$ cat config.mk
export PLATFORM = sky130hd
export DESIGN_NAME = apu_frame_sequencer
export DESIGN_NICKNAME = d
export VERILOG_FILES = /design/src/rtl/apu_frame_sequencer_pkg.sv /design/src/rtl/apu_frame_sequencer_frame_divider.sv /design/src/rtl/apu_frame_sequencer.sv
export SDC_FILE = /design/constraint.sdc
export NUM_CORES = 1
export LEC_CHECK = 0
export CAP_MARGIN = 20
export CORE_MARGIN = 4
export CORE_UTILIZATION = 54
export DETAILED_ROUTE_END_ITERATION = 12
export PLACE_DENSITY_LB_ADDON = 0.25
export RECOVER_POWER = 50
export SYNTH_ARGS = -nofsm -noshare
export SYNTH_HDL_FRONTEND = slang
export SYNTH_SLANG_ARGS = --single-unit
$ cat constraint.sdc
create_clock -name clk -period 4.05 [get_ports clk]
set_input_delay 1.0125 -clock clk [delete_from_list [all_inputs] [get_ports clk]]
set_output_delay 1.0125 -clock clk [all_outputs]
set_load 0.01 [all_outputs]
$ cat src/rtl/apu_frame_sequencer_pkg.sv
// Shared step/mode encodings and cfg bit positions for the APU frame sequencer.
package apu_frame_sequencer_pkg;

  typedef enum logic [2:0] {
    STEP_0 = 3'd0,
    STEP_1 = 3'd1,
    STEP_2 = 3'd2,
    STEP_3 = 3'd3,
    STEP_4 = 3'd4
  } step_e;

  typedef enum logic {
    MODE_4STEP = 1'b0,
    MODE_5STEP = 1'b1
  } mode_e;

  localparam int CFG_MODE_BIT    = 7;
  localparam int CFG_INHIBIT_BIT = 6;

  // Step 3 wraps to 0 in 4-step mode, so STEP_4 is only reachable in 5-step mode.
  function automatic step_e next_step(input step_e s, input mode_e m);
    step_e r;
    case (s)
      STEP_0:  r = STEP_1;
      STEP_1:  r = STEP_2;
      STEP_2:  r = STEP_3;
      STEP_3:  r = (m == MODE_5STEP) ? STEP_4 : STEP_0;
      default: r = STEP_0;
    endcase
    return r;
  endfunction

endpackage

$ cat src/rtl/apu_frame_sequencer_frame_divider.sv
// Free-running modulo-DIV counter; boundary is high in the cycle where count == DIV-1.
module frame_divider #(
  parameter int DIV = 10
) (
  input  logic clk,
  input  logic rst_n,
  input  logic clr,
  output logic boundary
);

  localparam int W = (DIV > 1) ? $clog2(DIV) : 1;
  localparam logic [W-1:0] LAST = W'(DIV - 1);

  logic [W-1:0] count;

  always_ff @(posedge clk or negedge rst_n) begin
    if (!rst_n) begin
      count <= '0;
    end else if (clr || (count == LAST)) begin
      count <= '0;
    end else begin
      count <= count + 1'b1;
    end
  end

  assign boundary = (count == LAST);

endmodule

$ cat src/rtl/apu_frame_sequencer.sv
// APU frame sequencer: 4/5-step pattern driving quarter/half ticks and a frame IRQ.
// Define APU_FRAME_IRQ_EN to build the IRQ flag, inhibit latch and irq_ack logic.
module apu_frame_sequencer
  import apu_frame_sequencer_pkg::*;
#(
  parameter int CLKRATE   = 2_000_000,
  parameter int FRAMERATE = 240
) (
  input  logic       clk,
  input  logic       rst_n,
  input  logic       cfg_we,
  input  logic [7:0] cfg_data,
  input  logic       irq_ack,
  output logic       quarter_tick,
  output logic       half_tick,
  output logic       irq,
  output logic [2:0] step
);

  localparam int DIV = CLKRATE / FRAMERATE;

  // cfg_we and irq_ack are single-cycle strobes with no back-pressure: a write is
  // taken in the cycle it is high and always wins over a coincident boundary.

  step_e step_q, step_n;
  mode_e mode_q;
  logic  boundary;
  logic  quarter_d, half_d;
  logic  frame_end;

  frame_divider #(.DIV(DIV)) u_divider (
    .clk      (clk),
    .rst_n    (rst_n),
    .clr      (cfg_we),
    .boundary (boundary)
  );

  always_ff @(posedge clk or negedge rst_n) begin
    if (!rst_n) begin
      step_q <= STEP_0;
    end else begin
      step_q <= step_n;
    end
  end

  always_comb begin
    step_n = step_q;
    if (cfg_we) begin
      step_n = STEP_0;
    end else if (boundary) begin
      step_n = next_step(step_q, mode_q);
    end
  end

  // Tick decode for the step that is ending; a 5-step write fires both ticks at once.
  always_comb begin
    quarter_d = 1'b0;
    half_d    = 1'b0;
    frame_end = 1'b0;
    if (cfg_we) begin
      quarter_d = cfg_data[CFG_MODE_BIT];
      half_d    = cfg_data[CFG_MODE_BIT];
    end else if (boundary) begin
      if (mode_q == MODE_4STEP) begin
        quarter_d = 1'b1;
        half_d    = (step_q == STEP_1) || (step_q == STEP_3);
        frame_end = (step_q == STEP_3);
      end else begin
        quarter_d = (step_q != STEP_3);
        half_d    = (step_q == STEP_1) || (step_q == STEP_4);
      end
    end
  end

  always_ff @(posedge clk or negedge rst_n) begin
    if (!rst_n) begin
      mode_q       <= MODE_4STEP;
      quarter_tick <= 1'b0;
      half_tick    <= 1'b0;
    end else begin
      quarter_tick <= quarter_d;
      half_tick    <= half_d;
      if (cfg_we) begin
        mode_q <= mode_e'(cfg_data[CFG_MODE_BIT]);
      end
    end
  end

  assign step = step_q;

`ifdef APU_FRAME_IRQ_EN
  logic inhibit_q;
  logic irq_q;
  logic unused_cfg;

  always_ff @(posedge clk or negedge rst_n) begin
    if (!rst_n) begin
      inhibit_q <= 1'b0;
      irq_q     <= 1'b0;
    end else begin
      if (cfg_we) begin
        inhibit_q <= cfg_data[CFG_INHIBIT_BIT];
      end
      // Priority: inhibit write clears, then a frame-end set, then ack clears.
      if (cfg_we && cfg_data[CFG_INHIBIT_BIT]) begin
        irq_q <= 1'b0;
      end else if (frame_end && !inhibit_q) begin
        irq_q <= 1'b1;
      end else if (irq_ack) begin
        irq_q <= 1'b0;
      end
    end
  end

  assign irq        = irq_q;
  assign unused_cfg = ^cfg_data[5:0];
`else
  logic unused_irq;

  assign irq        = 1'b0;
  assign unused_irq = ^{cfg_data[6:0], irq_ack, frame_end};
`endif

endmodule

==> Word level (Yosys, flattened, before mapping) <==
Index checks and enable logic that the tools add are counted.
{ "word_totals": {"ff_bits": 20, "inputBits": 12, "out_inout_bits": 6, "elab_cells": 28} }
{ "classes": {"addsub": 1, "eq_ne": 6, "mux": 11, "reduce_logical": 5} }
{ "op_table": {"columns": ["operator", "n"], "rows": [
  ["14-bit by 1-bit adder with 14-bit output, second input constant", 1],
  ["14-bit equality test, second input constant", 1],
  ["14-bit two-way mux", 1],
  ["3-bit case mux with 4 select lines", 1],
  ["3-bit two-way mux", 3],
  ["3-bit by 2-bit equality test with 1-bit output, second input constant", 2],
  ["1-bit two-way mux", 6],
  ["3-bit by 1-bit equality test with 1-bit output, second input constant", 1],
  ["3-bit equality test, second input constant", 1],
  ["3-bit logical NOT", 1],
  ["1-bit logical OR", 3],
  ["3-bit by 2-bit inequality test with 1-bit output, second input constant", 1],
  ["2-bit nonzero test", 1]
]} }

==> Longest topological paths before layout <==
Gate-level depths: netlist (run 1).
{ "logic_depth": {"depth_word": 5, "ltp_mapped": 7, "depth_no_buf": 6} }

==> Modules after synthesis <==
From an unflattened synthesis (run 1), not the netlist that was laid out.
{ "unflattened": {"hier_cells": 103, "area_unflattened_um2": 996.0} }
{ "by_module_without_submodules": {"columns": ["mod", "n_inst", "cells_each", "area_per_inst_um2", "seq_area_each_um2"], "rows": [
  ["frame_divider", 1, 74, 718.2, 350.3],
  ["apu_frame_sequencer", 1, 29, 277.8, 150.1]
]} }

==> Least setup slack after synthesis (run 1) <==
Ideal clock, no wire load.
{ "synth_timing": {"path_kind": "input-to-reg", "from": "in cfg_we", "to": "reg u_divider.count[6]", "setup_ps": 118, "arrival_time_ps": 1626, "required_time_ps": 3932, "slack_ps": 2306, "cell_stages": 4, "n_path_buf": 2, "cell_sequence": "clkbuf_1 nand2b_2 buf_6 nor2_1"} }
{ "synth_via": {"elab_chain_len": 2} }
{ "synth_lines": {"columns": ["item", "line", "text"], "rows": [
  ["start, declared", "apu_frame_sequencer.sv:11", "input logic cfg_we,"],
  ["1-bit logical OR", "apu_frame_sequencer_frame_divider.sv:19", "end else if (clr || (count == LAST)) begin"],
  ["14-bit two-way mux", "apu_frame_sequencer_frame_divider.sv:19", null],
  ["end signal, assigned", "apu_frame_sequencer_frame_divider.sv:22", "count <= count + 1'b1;"],
  ["end, declared", "apu_frame_sequencer_frame_divider.sv:14", "logic [W-1:0] count;"]
]} }
Every way passes these cells.
A chain may end at the register's enable or synchronous reset.

==> Final worst setup path (run 1) <==
{ "layout_timing": {"from": "reg step_q[1] (netlist: step[1])", "to": "out step[1]"} }
{ "layout_lines": {"columns": ["item", "line", "text"], "rows": [
  ["start, declared", "apu_frame_sequencer.sv:25", "step_e step_q, step_n;"],
  ["start signal, assigned", "apu_frame_sequencer.sv:42", "step_q <= step_n;"],
  ["end, declared", "apu_frame_sequencer.sv:17", "output logic [2:0] step"]
]} }
No word-level cell between the ends.

==> results by group, run 1 <==
Final layout
  – Nets: between 100 and 150
  – N_diodes: 0
  – Final Core Density: 64.5%
  – Area occupied by multi-input gates: roughly 470 sq um
  – Sequential Area: 500 sq um
  – Layout cells sized above 1: between 8 and 9%
  – # fillers: between 150 and 200
  – Area delta synth->final: 11.4%

Placed design
  – Final HPWL DP: 1210 um
  – Port Buffers: 8
  – DP Worst Slack: around 1.8 ns
  – Global placement routability congestion: 0.728

STA
  – Worst setup slack after layout: between 1.5 and 2 ns
  – Min Clock Period, post-route: roughly 2.3 ns
  – Clock Skews: 0.00650 ns
  – RSZ-0062 raised after global routing: false
  – Hold Vio Cnt, Final: 0
  – Slew Viols, Final: 0
  – Final period util: 57.9%
  – Setup violations, final: 0
  – Max Freq: roughly 0.43 GHz
  – Worst-Margin Slew: between 0.8 and 0.9 ns
  – TNS Setup: 0 ns
  – Slew margin rel.: 41.7%

Setup path
  – Crit-path max cell delay: approximately 0.57 ns
  – CP required: 3.04 ns
  – Crit-path cells: clkdlybuf4s50_1
  – Delay-heaviest family, CP: buffers and inverters
  – Crit Path Category: flop to primary output
  – Critical Path Source Type: flop
  – Worst Path Buf+Inv: 1
  – Crit path capture type: primary output
  – Critical-path top delay cell: clkdlybuf4s50_1
  – CP Max Fanout: 6
  – Worst Path Arrival: ~1.3 ns

Outcome
  – Status: completed

Clock tree
  – CTS tree: built
  – Post-CTS Setup Bufs: 0
  – Root Driver: clkbuf_4
  – Max Buffers Root-to-Sink: 2
  – Cts hold-fix bufs: 0
  – TritonCTS Sinks: 20
  – Clk_lat worst skew: 0.30 ns
  – H-tree Lvls: 1
  – Post-CTS Resized: 0
  – CTS Buf Count: 3
  – Clock slew at reported path FFs: 0.11 ns

Drt
  – DRC: 0
  – Iteration-0 DRC Markers: 5
  – Routed vias: 684
  – Final ANT Viol Nets: 0
  – Final wirelength: ~1600 um
  – Routed wire per std cell: roughly 12 um
  – DR pass1 iterations: 3
  – Vias per cell: ~5.2

Hold path
  – Worst min path class: flop to flop

Pwr
  – Combinational power share: 6.3%
  – Leak: between 0.0005 and 0.0006 uW
  – P_int: 267 uW
  – Switch share: between 20 and 25%
  – Reg power frac: between 60% and 70%
  – Max VDD drop: between 200 and 250 uV
  – NetSw: a little under 80 uW
  – Clock share of power: roughly a third
  – PD cells: roughly 300 nW/um^2
  – Design Power: around 340 uW

Yosys
  – Cells after Synth: 99
  – Sequential fraction of the synthesis area: 49.0%
  – Most common library cells after synthesis: 20 x dfrtp_1, 19 x nor2_1, 11 x xor2_1, 5 x nand2_1
  – Post-Syn Area: between 1000 and 1500 sq um
  – Main synth FF type: dfrtp_1
  – Post-synth top area share: approximately half
  – Top-count cell post-synth: dfrtp_1
  – Syn Area/Cell: 10.3 sq um
  – Post-synth EDFFs: 0
  – Post-synthesis net count: about 110
  – Seq cells post-synth: 20
  – Largest cells by area after synthesis: dfrtp_1 49%, xor2_1 9.4%, nor2_1 7.0%
  – Fraction of registers with async set or reset after synthesis: 100%
  – Yosys warnings: 0
  – Synth cell types: 31
  – Yosys top cell by area: dfrtp_1

Die
  – Core ar.: roughly 1800 sq um
  – DIE AREA: approximately 2700 sq um
  – Die Ht: roughly 51 um
  – IO Pins: 18
  – Starting Density: 57.9%
  – Die W: a little over 50 um
  – Row cnt: 15

Global routing
  – Global route overflow: 0
  – Vias in the first global route: around 730
  – Initial antenna violation count: 0
  – Largest net degree at the start of global routing: 21
  – GRT Resource Usage Total: between 15 and 20%
  – First-pass GRT wire length: between 3000 and 4000 um

Flow run
  – Maxcap violations: 0
[per-stage QoR]
step           cell area, sq um  cells  hold slack, ns
2_1_floorplan              1020     99           0.443
3_3_place_gp               1100    127           0.460
3_5_place_dp               1100    127           0.478
4_1_cts                    1140    131           0.497
5_1_grt                    1140    131           0.540
6_report                   1140    131           0.491
[cells in the final DEF, fill, tap and decap left out, types with 2 or more instances in the layout]
master,netlist,routed
dfrtp_1,20,20
nor2_1,19,19
xor2_1,11,11
clkdlybuf4s50_1,0,6
nand2_1,5,5
nand4_1,4,4
nand3_1,4,4
inv_1,4,4
and2_1,3,3
clkbuf_4,0,3
and4_1,2,2
and3_1,2,2
o31ai_1,2,2
o21ai_0,1,2
mux2i_1,2,2
ha_1,2,2
dlygate4sd3_1,0,2
[metal layers]
layer	part of all wire, %	vias up	GRT usage, %
met5	0	-	0
met4	2.0	0	7.86
met3	2.9	4	3.50
met2	51	9	27.3
met1	44	329	18.8
li1	-	342	-
[cells by family (layout without fill, tap and decap cells)]
logic type	count (synthesis)	in the layout	share of synthesized area, %
fa+ha+maj	2	2	2.45
other cells	1	1	0.367
simple gates	46	46	26.2
mux	2	2	1.96
xor+xnor	12	12	10.3
flops	20	20	49.0
buf+inv	9	16	4.53
compound gates	7	7	5.15
[registers in the layout, summed over array words and instances, names as in the netlist]
signal and cells:
mode_q 1, u_divider.count 14, step 3, quarter_tick 1, half_tick 1
[final timing paths]
| path | startpoint | to | slack [ns] | cells past startpoint |
|---|---|---|---|---|
| setup / recovery | step[1] | step[1] | 1.70 | 1 |
| hold / removal | u_divider.count[0] | u_divider.count[0] | 0.49 | 1 |
| setup reg to reg | u_divider.count[11] | u_divider.count[6] | 2.52 | 4 |
| hold reg to reg | u_divider.count[0] | u_divider.count[0] | 0.49 | 1 |
| max in group asynchronous | rst_n | u_divider.count[2] | 2.25 | 1 |
| min in group asynchronous | rst_n | u_divider.count[11] | 1.26 | 1 |
[power by group through the flow]
| stage | Combinational (uW) | Clock [uW] | Sequential, uW |
|---|---|---|---|
| finish | 21.6 | 115 | 207 |
| global route | 25.3 | 128 | 208 |
| CTS | 22.7 | 118 | 207 |
| detailed placement | 22.6 | 0 | 211 |
| global placement | 22.2 | 0 | 211 |
| floorplan | 12.8 | 0 | 211 |
[area by class of cell]
class	count	area share (%)
flip-flops and latches	20	44.0
multi-input cells	70	41.7
repair buffers	8	7.04
clock buffers	4	3.19
well taps	25	2.75
inverters	4	1.32
(Power assumes the default switching activity.)
==> inputs of run 2 (changes only) <==
- CORE_ASPECT_RATIO: default -> 1.5
- CORE_UTILIZATION: 54 -> 50
- clock period: 4.05 -> 2.31 ns (I/O delays scaled with it)
==> results by group, run 2 (synthesized netlist as in run 1, its figures left out) <==
Outcome
  – Status: completed

STA
  – TNS Setup: 0 ns (unchanged)
  – Worst-Margin Slew: 1.09 ns (+0.215 ns)
  – Minimum hold slack: 0.498 ns (+0.00722 ns)
  – Final period util: slightly above 80%
  – Min Clock Period, post-route: roughly 1.9 ns
  – Worst setup slack after layout: 0.394 ns (-1.31 ns)
  – Slew margin rel.: 27.6% (-14 points)
  – Max Freq: around 0.52 GHz
  – Slew Viols, Final: 0 (unchanged)
  – Clock Skews: 0.00350 ns (-0.00300 ns)
  – RSZ-0062 raised after global routing: false
  – Hold Vio Cnt, Final: 0 (unchanged)
  – Setup violations, final: 0 (unchanged)

Drt
  – Final ANT Viol Nets: 0 (unchanged)
  – Iteration-0 DRC Markers: 12 (+7)
  – DRC: 0 (unchanged)
  – DR pass1 iterations: 4 (+1)
  – Routed vias: 688 (+0.58%)
  – Vias per cell: 5.38 (+2.9%)
  – Final wirelength: 1830 um (+12%)
  – Routed wire per std cell: 14.3 um (+15%)

Clock tree
  – Post-CTS Resized: 0 (unchanged)
  – Clock slew at reported path FFs: 0.11 ns (about the same)
  – H-tree Lvls: 1 (unchanged)
  – Max Buffers Root-to-Sink: 2 (unchanged)
  – Cts hold-fix bufs: 0 (unchanged)
  – CTS tree: built
  – TritonCTS Sinks: 20 (unchanged)
  – Root Driver: clkbuf_4
  – CTS Buf Count: 3 (unchanged)
  – Clk_lat worst skew: 0.30 ns (about the same)
  – Post-CTS Setup Bufs: 0 (unchanged)

Pwr
  – Design Power: 605 uW (+76%)
  – Max VDD drop: 330 uV (+60%)
  – NetSw: 137 uW (+77%)
  – Combinational power share: 6.4% (about the same)
  – P_int: 468 uW (+75%)
  – PD cells: 539 nW/um^2 (+78%)
  – Clock share of power: 33.5% (about the same)
  – Reg power frac: 60.1% (about the same)
  – Switch share: 22.6% (+0.13 points)
  – Leak: 0.000521 uW (-2.9%)

Global routing
  – Initial antenna violation count: 0 (unchanged)
  – First-pass GRT wire length: 3280 um (+5.6%)
  – Vias in the first global route: 726 (-0.14%)
  – Global route overflow: 0 (unchanged)
  – Largest net degree at the start of global routing: 21 (unchanged)
  – GRT Resource Usage Total: 15.3% (-0.68 points)

Hold path
  – Worst min path class: flop to flop
  – Hold Path Origin: u_divider.count[0]

Final layout
  – Max reg flops: 14 (unchanged)
  – N_diodes: 0 (unchanged)
  – Nets: 122 (+0.83%)
  – Most common cell after layout, fill and taps aside: dfrtp_1
  – Area delta synth->final: 9.80%
  – Final Cell Area: 1120 sq um (-1.4%)
  – Commonest non-fill, non-tap cells in the layout: 20 x dfrtp_1, 19 x nor2_1, 11 x xor2_1
  – Layout cells sized above 1: 7.48% (-1.0 points)
  – Largest Register: u_divider.count

Setup path
  – Crit-path max cell delay: 0.58 ns (about the same)
  – Critical Path Source Type: flop
  – Worst Path Buf+Inv: 1 (unchanged)
  – Crit-path cells: clkdlybuf4s50_1
  – Crit path capture type: primary output
  – Delay-heaviest family, CP: buffers and inverters
  – Worst Setup SP: step[1]
  – Critical-path top delay cell: clkdlybuf4s50_1
  – Worst Path Arrival: 1.34 ns (about the same)
  – CP Max Fanout: 6 (unchanged)
  – FF-to-FF Start: u_divider.count[0]
  – Crit Path Category: flop to primary output
  – CP required: 1.73 ns (-1.31 ns)

Placed design
  – Global placement routability congestion: 0.689 (-5.4%)
  – Final HPWL DP: 1300 um (+6.9%)
  – Port Buffers: 8 (unchanged)
  – DP Worst Slack: 0.484 ns (-1.32 ns)
  – Post-Place Cell Area: 1100 sq um (+0.23%)

Die
  – DIE AREA: 2840 sq um (+7.3%)
  – Core ar.: 1880 sq um (+6.5%)
  – Row cnt: 19 (+4)
  – IO Pins: 18 (unchanged)
  – Die Ht: 63.3 um (+23%)
  – Starting Density: 54.4% (-3.5 points)
  – Die W: 44.9 um (-13%)

Flow run
  – Maxcap violations: 0 (unchanged)
run 2: changes by cell type in the layout (fill, tap and decap cells not counted):
cell,delta
clkbuf_1,+1
nand4_1,+1
nand4_4,-1
o21ai_0,-1
o21ai_1,+1
run 2: power groups by stage:
stage | Sequential, uW | Clock, uW | Combinational, uW
after floorplan | 370 | 0 | 22.5
after global placement | 370 | 0 | 40.7
after detailed placement | 370 | 0 | 41.6
after CTS | 363 | 212 | 41.7
after global routing | 365 | 226 | 44.8
final | 363 | 202 | 39.0
run 2: metal layers:
metal	track usage [%]	wire, um
met5	0	0
met4	6.59	14
met3	1.99	44
met2	24.6	922
met1	20.1	846
run 2: metrics by stage:
stage	util, %	instances
after floorplan	-	99
after global placement	58.8	124
after detailed placement	58.8	124
after CTS	60.7	128
after global routing	59.7	128
final	59.7	128
run 2: layout make-up:
type,instances,area (sq um)
clock buffer,4,36.3
sequential,20,500
multi-input combinational,70,459
timing repair buffer,9,83.8
tap,21,26.3
fill,173,757
inverter,4,15.0
run 2: worst paths after layout:
path / cells after the start / endpoint / slack [ns]
max: 1 / step[1] / 0.39
min: 1 / u_divider.count[0] / 0.50
max reg2reg: 6 / u_divider.count[8] / 0.54
min reg2reg: 1 / u_divider.count[0] / 0.50
max in group asynchronous: 2 / half_tick / 0.68
min in group asynchronous: 2 / u_divider.count[0] / 0.98
